--- config.mk ---
export PLATFORM = sky130hd
export DESIGN_NAME = ifdef_cond_eval_flat
export DESIGN_NICKNAME = d
export VERILOG_FILES = /design/src/rtl/ifdef_cond_eval_pkg.sv /design/src/rtl/ifdef_cond_eval_if.sv /design/src/rtl/ifdef_level_stack.sv /design/src/rtl/ifdef_cond_eval.sv /design/src/flat_wrapper.sv
export SDC_FILE = /design/constraint.sdc
export NUM_CORES = 1
export LEC_CHECK = 0
export CORE_ASPECT_RATIO = 0.8
export CORE_MARGIN = 4
export CORE_UTILIZATION = 57
export DETAILED_ROUTE_END_ITERATION = 10
export PLACE_DENSITY_LB_ADDON = 0.08
export SLEW_MARGIN = 20
export SYNTH_ARGS = -nofsm -noshare
export SYNTH_HDL_FRONTEND = slang
export SYNTH_SLANG_ARGS = --single-unit
--- constraint.sdc ---
create_clock -name clk -period 2.95 [get_ports clk]
set_clock_uncertainty 0.1 [all_clocks]
set_input_delay 0.59 -clock clk [delete_from_list [all_inputs] [get_ports clk]]
set_output_delay 0.59 -clock clk [all_outputs]
set_load 0.02 [all_outputs]
--- src/rtl/ifdef_cond_eval_pkg.sv ---
// Shared types for the conditional-directive evaluator.
package ifdef_pkg;

  // Token opcodes delivered by the directive tokeniser.
  typedef enum logic [2:0] {
    OP_TEXT   = 3'd0,
    OP_DEF    = 3'd1,
    OP_UNDEF  = 3'd2,
    OP_IFDEF  = 3'd3,
    OP_IFNDEF = 3'd4,
    OP_ELSIF  = 3'd5,
    OP_ELSE   = 3'd6,
    OP_ENDIF  = 3'd7
  } op_e;

  // Per-nesting-level branch state.
  typedef enum logic [1:0] {
    ACTIVE = 2'd0,  // branch taken, emitting
    SEARCH = 2'd1,  // nothing taken yet, parent active
    DONE   = 2'd2   // already taken, or parent inactive
  } lvl_e;

  // Top-level control state.
  typedef enum logic {
    RUN  = 1'b0,
    LOCK = 1'b1
  } fsm_e;

  // Bit positions inside the sticky err vector.
  localparam int ERR_OVERFLOW         = 3;
  localparam int ERR_UNDERFLOW        = 2;
  localparam int ERR_ELSE_DUP         = 1;
  localparam int ERR_ELSIF_AFTER_ELSE = 0;

  // State of a level after an ELSIF whose symbol is defined (cond=1) or not.
  function automatic lvl_e elsif_next(input lvl_e cur, input logic cond);
    lvl_e nxt;
    nxt = DONE;
    if (cur == SEARCH) nxt = cond ? ACTIVE : SEARCH;
    return nxt;
  endfunction

endpackage

--- src/rtl/ifdef_cond_eval_if.sv ---
// Token stream in, TEXT stream out: the two valid/ready channels of the evaluator.
interface ifdef_cond_eval_if #(
  parameter int SYMW = 4,
  parameter int DW   = 8
);
  import ifdef_pkg::*;

  logic            in_valid;
  logic            in_ready;
  op_e             in_op;
  logic [SYMW-1:0] in_sym;
  logic [DW-1:0]   in_data;
  logic            out_valid;
  logic            out_ready;
  logic [DW-1:0]   out_data;

  // Token producer / TEXT consumer side.
  modport master (
    output in_valid, in_op, in_sym, in_data, out_ready,
    input  in_ready, out_valid, out_data
  );

  // Evaluator side.
  modport slave (
    input  in_valid, in_op, in_sym, in_data, out_ready,
    output in_ready, out_valid, out_data
  );
endinterface

--- src/rtl/ifdef_level_stack.sv ---
// Nesting stack: one {lvl_e, seen_else} entry per open conditional.
module ifdef_level_stack
  import ifdef_pkg::*;
#(
  parameter int DEPTH = 8,
  parameter int DPW   = $clog2(DEPTH + 1)
) (
  input  logic           clk,
  input  logic           rst,
  input  logic           push,
  input  logic           pop,
  input  logic           upd,
  input  lvl_e           push_lvl,
  input  logic           push_seen,
  input  lvl_e           upd_lvl,
  input  logic           upd_seen,
  output logic [DPW-1:0] depth,
  output lvl_e           top_lvl,
  output logic           top_seen,
  output logic           full,
  output logic           empty
);

  logic [DPW-1:0] depth_q, depth_d;
  lvl_e           lvl_q  [DEPTH];
  lvl_e           lvl_d  [DEPTH];
  logic           seen_q [DEPTH];
  logic           seen_d [DEPTH];

  // Depth moves by one on push or pop; the caller never requests both.
  always_comb begin
    depth_d = depth_q;
    if (push)     depth_d = depth_q + 1'b1;
    else if (pop) depth_d = depth_q - 1'b1;
  end

  // Depth register.
  always_ff @(posedge clk) begin
    if (rst) depth_q <= '0;
    else     depth_q <= depth_d;
  end

  genvar gi;
  generate
    for (gi = 0; gi < DEPTH; gi++) begin : g_lvl
      localparam logic [DPW-1:0] SLOT = DPW'(gi);
      localparam logic [DPW-1:0] TOP  = DPW'(gi + 1);

      // Entry gi is written by a push landing on it, or an update while it is on top.
      always_comb begin
        lvl_d[gi]  = lvl_q[gi];
        seen_d[gi] = seen_q[gi];
        if (push && depth_q == SLOT) begin
          lvl_d[gi]  = push_lvl;
          seen_d[gi] = push_seen;
        end else if (upd && depth_q == TOP) begin
          lvl_d[gi]  = upd_lvl;
          seen_d[gi] = upd_seen;
        end
      end

      // Entry storage.
      always_ff @(posedge clk) begin
        if (rst) begin
          lvl_q[gi]  <= DONE;
          seen_q[gi] <= 1'b0;
        end else begin
          lvl_q[gi]  <= lvl_d[gi];
          seen_q[gi] <= seen_d[gi];
        end
      end
    end
  endgenerate

  // Top-of-stack read; an empty stack reads as DONE with no else seen.
  always_comb begin
    top_lvl  = DONE;
    top_seen = 1'b0;
    for (int i = 0; i < DEPTH; i++) begin
      if (depth_q == DPW'(i + 1)) begin
        top_lvl  = lvl_q[i];
        top_seen = seen_q[i];
      end
    end
  end

  assign depth = depth_q;
  assign full  = (depth_q == DPW'(DEPTH));
  assign empty = (depth_q == '0);

endmodule

--- src/rtl/ifdef_cond_eval.sv ---
// Conditional-directive evaluator: macro table, nesting control, error lock and TEXT output register.
module ifdef_cond_eval
  import ifdef_pkg::*;
#(
  parameter int NSYM  = 16,
  parameter int DEPTH = 8,
  parameter int DW    = 8,
  parameter int DPW   = $clog2(DEPTH + 1)
) (
  input  logic             clk,
  input  logic             rst,
  ifdef_cond_eval_if.slave bus,
  output logic [DPW-1:0]   depth,
  output logic             balanced,
  output logic [3:0]       err,
  output logic             locked
);

  logic [NSYM-1:0] def_q, def_d;
  logic [3:0]      err_q, err_d;
  fsm_e            fsm_q, fsm_d;
  logic            out_valid_q, out_valid_d;
  logic [DW-1:0]   out_data_q, out_data_d;

  logic push, pop, upd, push_seen, upd_seen;
  lvl_e push_lvl, upd_lvl, top_lvl;
  logic top_seen, full, empty;
  logic accept, cur_active, sym_def;

  ifdef_level_stack #(.DEPTH(DEPTH), .DPW(DPW)) u_stack (
    .clk       (clk),
    .rst       (rst),
    .push      (push),
    .pop       (pop),
    .upd       (upd),
    .push_lvl  (push_lvl),
    .push_seen (push_seen),
    .upd_lvl   (upd_lvl),
    .upd_seen  (upd_seen),
    .depth     (depth),
    .top_lvl   (top_lvl),
    .top_seen  (top_seen),
    .full      (full),
    .empty     (empty)
  );

  assign bus.in_ready = !out_valid_q || bus.out_ready;
  assign accept       = bus.in_valid && bus.in_ready;
  assign cur_active   = empty || (top_lvl == ACTIVE);
  assign sym_def      = def_q[bus.in_sym];

  // Token decode: next table, stack command, errors, FSM and output slot.
  always_comb begin
    def_d       = def_q;
    err_d       = err_q;
    fsm_d       = fsm_q;
    push        = 1'b0;
    pop         = 1'b0;
    upd         = 1'b0;
    push_lvl    = DONE;
    push_seen   = 1'b0;
    upd_lvl     = top_lvl;
    upd_seen    = top_seen;
    out_valid_d = out_valid_q && !bus.out_ready;
    out_data_d  = out_data_q;

    if (accept && fsm_q == RUN) begin
      unique case (bus.in_op)
        OP_TEXT: begin
          if (cur_active) begin
            out_valid_d = 1'b1;
            out_data_d  = bus.in_data;
          end
        end
        OP_DEF:   if (cur_active) def_d[bus.in_sym] = 1'b1;
        OP_UNDEF: if (cur_active) def_d[bus.in_sym] = 1'b0;
        OP_IFDEF, OP_IFNDEF: begin
          if (full) begin
            err_d[ERR_OVERFLOW] = 1'b1;
            fsm_d               = LOCK;
          end else begin
            push = 1'b1;
            if (!cur_active)                         push_lvl = DONE;
            else if (sym_def ^ (bus.in_op == OP_IFNDEF)) push_lvl = ACTIVE;
            else                                     push_lvl = SEARCH;
          end
        end
        OP_ELSIF: begin
          if (empty) begin
            err_d[ERR_UNDERFLOW] = 1'b1;
            fsm_d                = LOCK;
          end else if (top_seen) begin
            err_d[ERR_ELSIF_AFTER_ELSE] = 1'b1;
            fsm_d                       = LOCK;
          end else begin
            upd     = 1'b1;
            upd_lvl = elsif_next(top_lvl, sym_def);
          end
        end
        OP_ELSE: begin
          if (empty) begin
            err_d[ERR_UNDERFLOW] = 1'b1;
            fsm_d                = LOCK;
          end else if (top_seen) begin
            err_d[ERR_ELSE_DUP] = 1'b1;
            fsm_d               = LOCK;
          end else begin
            upd      = 1'b1;
            upd_lvl  = (top_lvl == SEARCH) ? ACTIVE : DONE;
            upd_seen = 1'b1;
          end
        end
        OP_ENDIF: begin
          if (empty) begin
            err_d[ERR_UNDERFLOW] = 1'b1;
            fsm_d                = LOCK;
          end else begin
            pop = 1'b1;
          end
        end
        default: ;
      endcase
    end
  end

  // State registers; reset clears the table, errors and any pending output.
  always_ff @(posedge clk) begin
    if (rst) begin
      def_q       <= '0;
      err_q       <= '0;
      fsm_q       <= RUN;
      out_valid_q <= 1'b0;
      out_data_q  <= '0;
    end else begin
      def_q       <= def_d;
      err_q       <= err_d;
      fsm_q       <= fsm_d;
      out_valid_q <= out_valid_d;
      out_data_q  <= out_data_d;
    end
  end

  assign bus.out_valid = out_valid_q;
  assign bus.out_data  = out_data_q;
  assign err           = err_q;
  assign locked        = (fsm_q == LOCK);
  assign balanced      = empty && (fsm_q == RUN);

endmodule

--- src/flat_wrapper.sv ---
// flat-port wrapper written by rule: the top's interface ports become plain ports
module ifdef_cond_eval_flat import ifdef_pkg::*;
#(
  parameter int NSYM  = 16,
  parameter int DEPTH = 8,
  parameter int DW    = 8,
  parameter int DPW   = $clog2(DEPTH + 1)
)
  (clk, rst, depth, balanced, err, locked, bus_in_valid, bus_in_op, bus_in_sym, bus_in_data, bus_out_ready, bus_in_ready, bus_out_valid, bus_out_data);
  ifdef_cond_eval_if #(.SYMW((4)), .DW(DW)) bus_i ();
  input  logic clk;
  input  logic rst;
  output logic [DPW-1:0] depth;
  output logic balanced;
  output logic [3:0] err;
  output logic locked;
  input wire logic [$bits(bus_i.in_valid)-1:0] bus_in_valid;
  input wire logic [$bits(bus_i.in_op)-1:0] bus_in_op;
  input wire logic [$bits(bus_i.in_sym)-1:0] bus_in_sym;
  input wire logic [$bits(bus_i.in_data)-1:0] bus_in_data;
  input wire logic [$bits(bus_i.out_ready)-1:0] bus_out_ready;
  output wire logic [$bits(bus_i.in_ready)-1:0] bus_in_ready;
  output wire logic [$bits(bus_i.out_valid)-1:0] bus_out_valid;
  output wire logic [$bits(bus_i.out_data)-1:0] bus_out_data;
  assign bus_i.in_valid = bus_in_valid;
  assign bus_i.in_op = bus_in_op;
  assign bus_i.in_sym = bus_in_sym;
  assign bus_i.in_data = bus_in_data;
  assign bus_i.out_ready = bus_out_ready;
  assign bus_in_ready = bus_i.in_ready;
  assign bus_out_valid = bus_i.out_valid;
  assign bus_out_data = bus_i.out_data;
  ifdef_cond_eval #(.NSYM(NSYM), .DEPTH(DEPTH), .DW(DW), .DPW(DPW)) u_core (.clk(clk), .rst(rst), .bus(bus_i), .depth(depth), .balanced(balanced), .err(err), .locked(locked));
endmodule
Word-level counts from Yosys, hierarchy flattened

Memories as Yosys holds them, arrays and structs flattened.
Index checks and enable logic that the tools add are counted.

$add $sub $neg: 2
Reductions and logical operators: 41
Bitwise logic cells: 22
Equal/unequal tests: 21
$lt $le $gt $ge: 2
Mux-type cells: 111

Operators by type and width:

| operator            | count |
|---|---|
| $mux 2              | 43 |
| $mux 1              | 59 |
| $mux 16             | 2 |
| $pmux 16 s2         | 1 |
| $logic_and 1x1->1   | 21 |
| $and 16x16->16      | 1 |
| $eq 4x3->1 const B  | 4 |
| $not 16->16         | 1 |
| $or 1x1->1          | 16 |
| $or 16x16->16       | 1 |
| $eq 3x3->1 const B  | 4 |
| $reduce_and 4->1    | 3 |
| $reduce_and 3->1    | 3 |
| $eq 4x2->1 const B  | 2 |
| $mux 4              | 2 |
| $ne 2x1->1 const B  | 4 |
| $eq 3x2->1 const B  | 2 |
| $lt 4x5->1 const B  | 1 |
| $reduce_and 5->1    | 1 |
| $add 4x1->4 const B | 1 |
| $bmux 1 s4          | 1 |
| $demux 1 s4         | 1 |
| $eq 4x1->1 const B  | 1 |
| $eq 4x4->1 const B  | 1 |
| 18 further kinds    | 23 |

Bits in writable memories: 24
Register bits after elaboration: 34
Input port bits: 19
Word-level logic and storage cells: 210
Output and inout port bits: 20
Memories: 2

Memories:

| name                  | depth | bits a word | rd ports | clocked after memory_dff | write ports | RTL line                | RTL |
|---|---|---|---|---|---|---|---|
| u_core.u_stack.lvl_q  | 8     | 2           | 8        | 0                        | 8           | ifdef_level_stack.sv:25 | `lvl_e lvl_q [DEPTH];` |
| u_core.u_stack.seen_q | 8     | 1           | 8        | 0                        | 8           | ifdef_level_stack.sv:27 | `logic seen_q [DEPTH];` |

Depth between registers and ports, before layout

Gate-level depths: netlist (run 1).

Depth in word-level cells: 18
Mapped depth: 11

Hierarchy

A second synthesis (run 1) with hierarchy kept.

Cells, all modules: 388
Area total of the unflattened synthesis: 3345.7 sq um

By module, submodules not included:

| module            | instances | cells each | area an instance (sq um) |
|---|---|---|---|
| ifdef_level_stack | 1         | 210        | 1759.2 |
| ifdef_cond_eval   | 1         | 178        | 1586.5 |

Worst setup path before layout (run 1)

No wires, ideal clock.

Kind: register to register
Start point: register u_core.u_stack.depth_q[0], in the netlist u_core.u_stack.depth[0]
End point: memory u_core.u_stack.seen_q[4][0], in the netlist u_core.u_stack.seen_q[1][0]
Setup time: 0.103 ns
Period minus slack after synthesis: 2.733 ns
Buffers on the path: 1
Data arrival time: 2.529 ns
Slack: 0.217 ns
Cell stages (with the launch flop): 9
Data required time: 2.747 ns
Cell sequence: dfxtp_1 inv_1 ha_1 or3b_1 buf_2 nand4_1 a2111o_4 or3_4 a2111oi_2

RTL lines:

| element                  | RTL line                | RTL |
|---|---|---|
| start: declaration       | ifdef_level_stack.sv:24 | `logic [DPW-1:0] depth_q, depth_d;` |
| start signal: assignment | ifdef_level_stack.sv:40 | `else depth_q <= depth_d;` |
| end: declaration         | ifdef_level_stack.sv:27 |  |

==> flow_summary_export.csv, run 1 <==
group,metric,value,unit
status,status,"finished clean",
power,p_clk_share,36.1,%
sta,slew_violations,0,
cts,clk_latency,350,ps
power,power_density,447.8,nW/um^2
route,wirelength,10750,um
setup_path,critPathMaxStageDelay,480,ps
power,swShare,31.60,%
cts,clockRootBuffer,"clkbuf_8",
min_path,hold_path.class,"reg2reg",
synthesis,ys_async_sr_fraction,0,%
sta,fin_setup_tns,0,ps
floorplan,ioPinCount,39,
synthesis,synth_top_area_cell,"dfxtp_1",
setup_path,worst-path-max-fanout,7,
route,drc,0,
synthesis,synth_most_common_cell,"nor2_1",
route,dr.pass1.iters,5,
placed_design,port_buffers,38,
synthesis,ys.warnings.count,0,
power,p_total,2.019,mW
synthesis,synthTopCellsByCount,"62 x nor2_1, 58 x dfxtp_1, 28 x nand2_1",
min_path,min_path_cells,2,
route,wl_per_cell,18.22,um
finish,area_growth,25.10,%
placed_design,hpwl,7851,um
floorplan,initial_core_util,60.02,%
setup_path,cp_slowest_cell,"or4b_1",
setup_path,crit_chain,"inv_1 > ha_1 > buf_4 > a221o_1 > a221oi_4 > buf_4 > nor3_2 > or4b_1 > o211ai_1",
setup_path,cpMostUsedCell,"buf_4",
sta,rsz0062_at_grt,"false",
route,vias,3779,
synthesis,ys_types,65,
setup_path,worstRegToRegCells,9,
setup_path,arrival,2940,ps
global_routing,antenna_found_initial,0,
power,power.switching,638.1,uW
sta,setup_viol,0,
finish,diodes,0,
floorplan,chipHeight,79.13,um
synthesis,syn_inst,440,
finish,fin_nets,527,
placed_design,gp_congestion,0.9454,
route,vias_per_cell,6.405,
synthesis,syn-num-nets,463,
synthesis,synthTopCellsByArea,"dfxtp_1 32%, nor2_1 6.5%, mux2i_1 4.7%",
synthesis,netlist.area_leader.share,32.21,%
cts,cts_hold_buf,0,
setup_path,worstPathRequired,3120,ps
finish,fin_cells,590,
power,irDropWorstVdd,0.2685,mV
cts,cts_num_sinks,58,
synthesis,syn_area,3605,sq um
global_routing,grt_use_total,28.75,%
sta,hold_viol,0,
floorplan,row_count,25,
global_routing,overflow,0,
cts,h-tree-depth,3,
floorplan,die_x,96.91,um
sta,slew_headroom,50.45,%
synthesis,seq_area_frac_synth,32.21,%
sta,period_share,93.91,%
floorplan,dieArea,7668,sq um
synthesis,avgSynthCellArea,8.193,sq um
power,pwr-share-comb,23.5,%
power,p_leak,1.545,nW
sta,fmax,361.0,MHz
floorplan,core_area,6006,sq um
cts,clkSlewWorstSetupHoldPaths,70,ps
sta,period_minus_slack,2770,ps
placed_design,dp.cells,574,
global_routing,grt_pass1_vias,3511,
cts,cts_buffer_depth,2,
power,p_int,1.381,mW
cts,cts_tree,"yes",
route,ant_nets,0,
synthesis,synth_edf_count,0,
synthesis,yosys_register_bits,58,
run,maxCapViolCount,0,
sta,worst_pin_slew,743.3,ps
synthesis,ys.flop_type,"dfxtp_1",
global_routing,grt_pass1_wl,17800,um
setup_path,end_kind,"flip-flop",
finish,drive_gt1_share,16.70,%
cts,cts_made_buffers,9,
global_routing,grt_max_degree,41,
setup_path,critPathKind,"reg2reg",
setup_path,startpoint_type,"flip-flop",
route,drt_iter0_markers,421,
finish,fill_cells,467,
power,pwr-share-seq,40.4,%
[worst paths after layout]
path | endpoint | slack, ps | startpoint
setup / recovery | u_core.u_stack.lvl_q[0][2]$_SDFFE_PP0P_ | 180 | u_core.u_stack.depth[1]$_SDFFE_PP0P_
hold / removal | u_core.err[2]$_SDFFE_PP0P_ | 360 | u_core.err[2]$_SDFFE_PP0P_
setup reg to reg | u_core.u_stack.lvl_q[0][2]$_SDFFE_PP0P_ | 180 | u_core.u_stack.depth[1]$_SDFFE_PP0P_
hold reg to reg | u_core.err[2]$_SDFFE_PP0P_ | 360 | u_core.err[2]$_SDFFE_PP0P_
[layout by cell type (no fill, tap or decap), types with 6 or more instances in the layout]
| cell | instances |
|---|---|
| nand2_1 | 28 |
| nor2b_1 | 8 |
| clkbuf_8 | 9 |
| a31oi_1 | 22 |
| o21a_1 | 6 |
| nand2b_1 | 20 |
| nor3_1 | 14 |
| o211ai_1 | 8 |
| mux2i_1 | 17 |
| dfxtp_1 | 58 |
| nand4_1 | 9 |
| nand3_1 | 11 |
| clkdlybuf4s50_1 | 36 |
| a21oi_1 | 16 |
| buf_4 | 45 |
| o21ai_0 | 7 |
| inv_1 | 9 |
| xnor2_1 | 6 |
| a311oi_1 | 17 |
| nor2_1 | 61 |
[power groups by stage]
stage	Clock, mW	Combinational, mW	Sequential, mW
floorplan	0	0.267	0.838
global placement	0	0.454	0.833
detailed placement	0	0.457	0.833
CTS	0.743	0.457	0.815
global route	0.783	0.507	0.819
finish	0.729	0.475	0.816
[per-layer routing]
metal  vias up  GRT usage (%)  share of wire, %
met5         -              0                 0
met4         0          10.66               1.5
met3        23          8.077                10
met2       214          42.08                42
met1      1738          40.17                46
li1       1804              -                 -
[critical path: cells and delay by family (launching register included)]
family	cells	cell delay, ps
AO/OA/AOI/OAI	3	830
buffers and inverters	3	500
AND/OR/NAND/NOR	2	560
flip-flops	1	460
adder cells (fa/ha/maj)	1	240
[timing repair]
action,in CTS,in global routing
resized for setup,1,7
pin swaps,0,0
setup endpoints to repair,1,37
setup buffers,0,0
[metrics by stage]
step | instance area, sq um | hold WS [ps] | setup WS, ps | utilization (%)
after floorplan | 3605 | 340.8 | 217.4 | -
after detailed placement | 4287 | 338.8 | 9.996 | 71.38
after global routing | 4509 | 406.3 | 36.09 | 75.08
after CTS | 4481 | 360.8 | 64.96 | 74.60
after global placement | 4287 | 339.0 | 80.66 | 71.38
final | 4509 | 356.1 | 179.8 | 75.08
[area by class of cell]
| cell class | count | area, sq um | share of cell area [%] |
|---|---|---|---|
| tap | 81 | 101.3 | 2.248 |
| clock inverter | 6 | 67.56 | 1.498 |
| multi-input combinational | 341 | 2282 | 50.61 |
| inverter | 10 | 37.54 | 0.8324 |
| timing repair buffer | 84 | 732.0 | 16.23 |
| clock buffer | 10 | 127.6 | 2.830 |
| sequential | 58 | 1161 | 25.75 |
[logic make-up after synthesis]
group / count (synthesis) / share of synthesized area, %
and+or+nand+nor: 189 / 27.28
muxes: 19 / 5.970
buffers and inverters: 41 / 5.276
adders and majority gates: 4 / 1.388
xor gates and xnor gates: 7 / 1.701
AOI/OAI and AO/OA: 122 / 26.17
DFF: 58 / 32.21
Power figures use the tool's default switching activity.
==> run 2, diff against run 1 <==
- SLEW_MARGIN: 20 -> unset
==> results of run 2 <==
Same layout as run 1: the final DEF is identical, and so are final timing and power.
==> run 3, diff against run 2 <==
- CORE_UTILIZATION: 57 -> 59
- CTS_BUF_LIST: unset -> sky130_fd_sc_hd__clkbuf_4
- clock period: 2.95 -> 2.6 ns (I/O delays scaled with it)
==> flow_summary_export.csv, run 3 (synthesis gave the netlist of run 1 again) <==
group,metric,value,unit
status,status,"finished, violations left",
status,violations,"negative setup slack",
power,swShare,34.78,%
sta,fmax,380.4,MHz
finish,area_growth,39.05,%
run,maxCapViolCount,0,
setup_path,crit_buf_inv,4,
power,p_clk_share,26.1,%
floorplan,row_count,25,
setup_path,worst-path-max-fanout,8,
setup_path,cp_slowest_cell,"or4b_1",
cts,cts_tree,"yes",
sta,period_minus_slack,2629,ps
cts,cts_num_sinks,58,
sta,hold_viol,0,
setup_path,startpoint_type,"flip-flop",
floorplan,core_area,5912,sq um
cts,clockRootBuffer,"clkbuf_4",
placed_design,hpwl,8630,um
global_routing,antenna_found_initial,0,
setup_path,cpMostUsedCell,"buf_6",
placed_design,place_area,4594,sq um
global_routing,grt_pass1_vias,3866,
finish,drive_gt1_share,27.40,%
setup_path,crit_chain,"buf_6 > ha_4 > buf_6 > a221o_1 > a221oi_4 > buf_4 > buf_6 > nor3_4 > or4b_1 > o211ai_1",
setup_path,rr_startpoint,"u_core.u_stack.depth[0]$_SDFFE_PP0P_",
sta,worst_pin_slew,693.2,ps
cts,cts_buffer_depth,2,
min_path,min_path_cells,2,
power,power_density,428.6,nW/um^2
min_path,worstHoldStart,"u_core.err[2]$_SDFFE_PP0P_",
setup_path,end_kind,"flip-flop",
min_path,hold_path.class,"reg2reg",
setup_path,r2r_slack,-30,ps
power,power.switching,747.1,uW
cts,h-tree-depth,3,
finish,fin_nets,580,
global_routing,grt_use_total,33.06,%
setup_path,critPathMaxStageDelay,490,ps
setup_path,r2r_end,"u_core.u_stack.lvl_q[0][6]$_SDFFE_PP0P_",
floorplan,initial_core_util,60.97,%
power,irDropWorstVdd,0.3360,mV
sta,slew_headroom,53.78,%
route,dr.pass1.iters,6,
placed_design,port_buffers,38,
sta,slew_violations,0,
floorplan,chipHeight,77.91,um
setup_path,critPathKind,"reg2reg",
route,wirelength,12330,um
route,ant_nets,0,
floorplan,die_x,95.39,um
power,p_leak,1.798,nW
cts,cts_hold_buf,0,
global_routing,grt_max_degree,35,
cts,cts_made_buffers,9,
setup_path,worstPathRequired,2840,ps
cts,clkSlewWorstSetupHoldPaths,100,ps
sta,setup_viol,1,
floorplan,dieArea,7432,sq um
finish,diodes,0,
power,pwr-share-seq,43.1,%
setup_path,arrival,2870,ps
sta,rsz0062_at_grt,"true",
global_routing,overflow,0,
route,drc,0,
sta,setup_ws,-28.96,ps
floorplan,ioPinCount,39,
placed_design,gp_congestion,0.9659,
route,wl_per_cell,19.18,um
global_routing,grt_pass1_wl,19310,um
min_path,min_to,"u_core.err[2]$_SDFFE_PP0P_",
setup_path,worstRegToRegCells,10,
cts,clk_latency,420,ps
finish,final_common_cell,"buf_4",
finish,mostFrequentLayoutCells,"87 x buf_4, 62 x nor2_1, 56 x dfxtp_1",
power,pwr-share-comb,30.9,%
route,drt_iter0_markers,578,
route,vias_per_cell,6.566,
setup_path,cp.depth,10,
setup_path,critical-path-top-delay-family,"compound AO/OA/AOI/OAI gates",
sta,period_share,101.1,%
power,p_total,2.148,mW
finish,stdcell_area,5012,sq um
power,p_int,1.401,mW
route,vias,4222,
run 3: layout make-up:
| type | count | area [sq um] |
|---|---|---|
| Clock buffer | 10 | 75.07 |
| Clock inverter | 6 | 33.78 |
| Fill cell | 356 | 899.6 |
| Inverter | 10 | 40.04 |
| Multi-Input combinational cell | 341 | 2406 |
| Sequential cell | 58 | 1169 |
| Tap cell | 81 | 101.3 |
| Timing Repair Buffer | 137 | 1187 |
run 3: routing by layer:
metal | up-vias | part of all wire (%) | GRT usage, %
li1 | 1901 | - | -
met1 | 1946 | 40 | 44.56
met2 | 311 | 44 | 49.97
met3 | 64 | 12 | 8.527
met4 | 0 | 3.8 | 13.64
met5 | - | 0 | 0
run 3: what timing repair did:
| action | CTS | global route |
|---|---|---|
| setup endpoints to repair | 45 | 52 |
| gates resized for setup | 24 | 24 |
| setup buffers | 6 | 9 |
| pin swaps | 7 | 12 |
run 3: how the worst max path moves through the flow:
stage | endpoint | slack, ps | start
2_1_floorplan | u_core.u_stack.seen_q[1][0]$_SDFFE_PP0P_ | 30 | u_core.u_stack.depth[1]$_SDFFE_PP0P_
3_3_place_gp | u_core.u_stack.lvl_q[0][0]$_SDFFE_PP0P_ | -430 | bus_in_sym[1]
3_5_place_dp | u_core.u_stack.lvl_q[0][4]$_SDFFE_PP0P_ | -540 | bus_in_sym[1]
4_1_cts | u_core.u_stack.seen_q[1][0]$_SDFFE_PP0P_ | -6 | u_core.u_stack.depth[0]$_SDFFE_PP0P_
5_1_grt | flip-flop | -100 | u_core.u_stack.depth[0]$_SDFFE_PP0P_
6_report | u_core.u_stack.lvl_q[0][6]$_SDFFE_PP0P_ | -30 | u_core.u_stack.depth[0]$_SDFFE_PP0P_
run 3: through the flow:
stage	setup WS, ps	utilization (%)	hold slack [ps]	TNS, ps	std cells
2_1_floorplan	33.50	-	340.8	0	440
3_3_place_gp	-434.4	77.71	339.0	-6174	612
3_5_place_dp	-541.3	77.71	346.5	-8518	612
4_1_cts	-5.795	81.95	361.1	-7.178	634
5_1_grt	-99.06	84.78	406.5	-1265	643
6_report	-28.96	84.78	369.2	-28.96	643
run 3: power by group through the flow:
stage / Combinational, mW / Sequential [mW] / Clock, mW
finish: 0.663 / 0.925 / 0.560
global route: 0.699 / 0.927 / 0.607
CTS: 0.616 / 0.923 / 0.558
detailed placement: 0.580 / 0.942 / 0
global placement: 0.570 / 0.941 / 0
floorplan: 0.303 / 0.951 / 0
run 3: tightest hold or removal path, cell delays in order (launching register included):
cell,delay (ps)
dfxtp_1,330
inv_1,50
a21oi_1,50
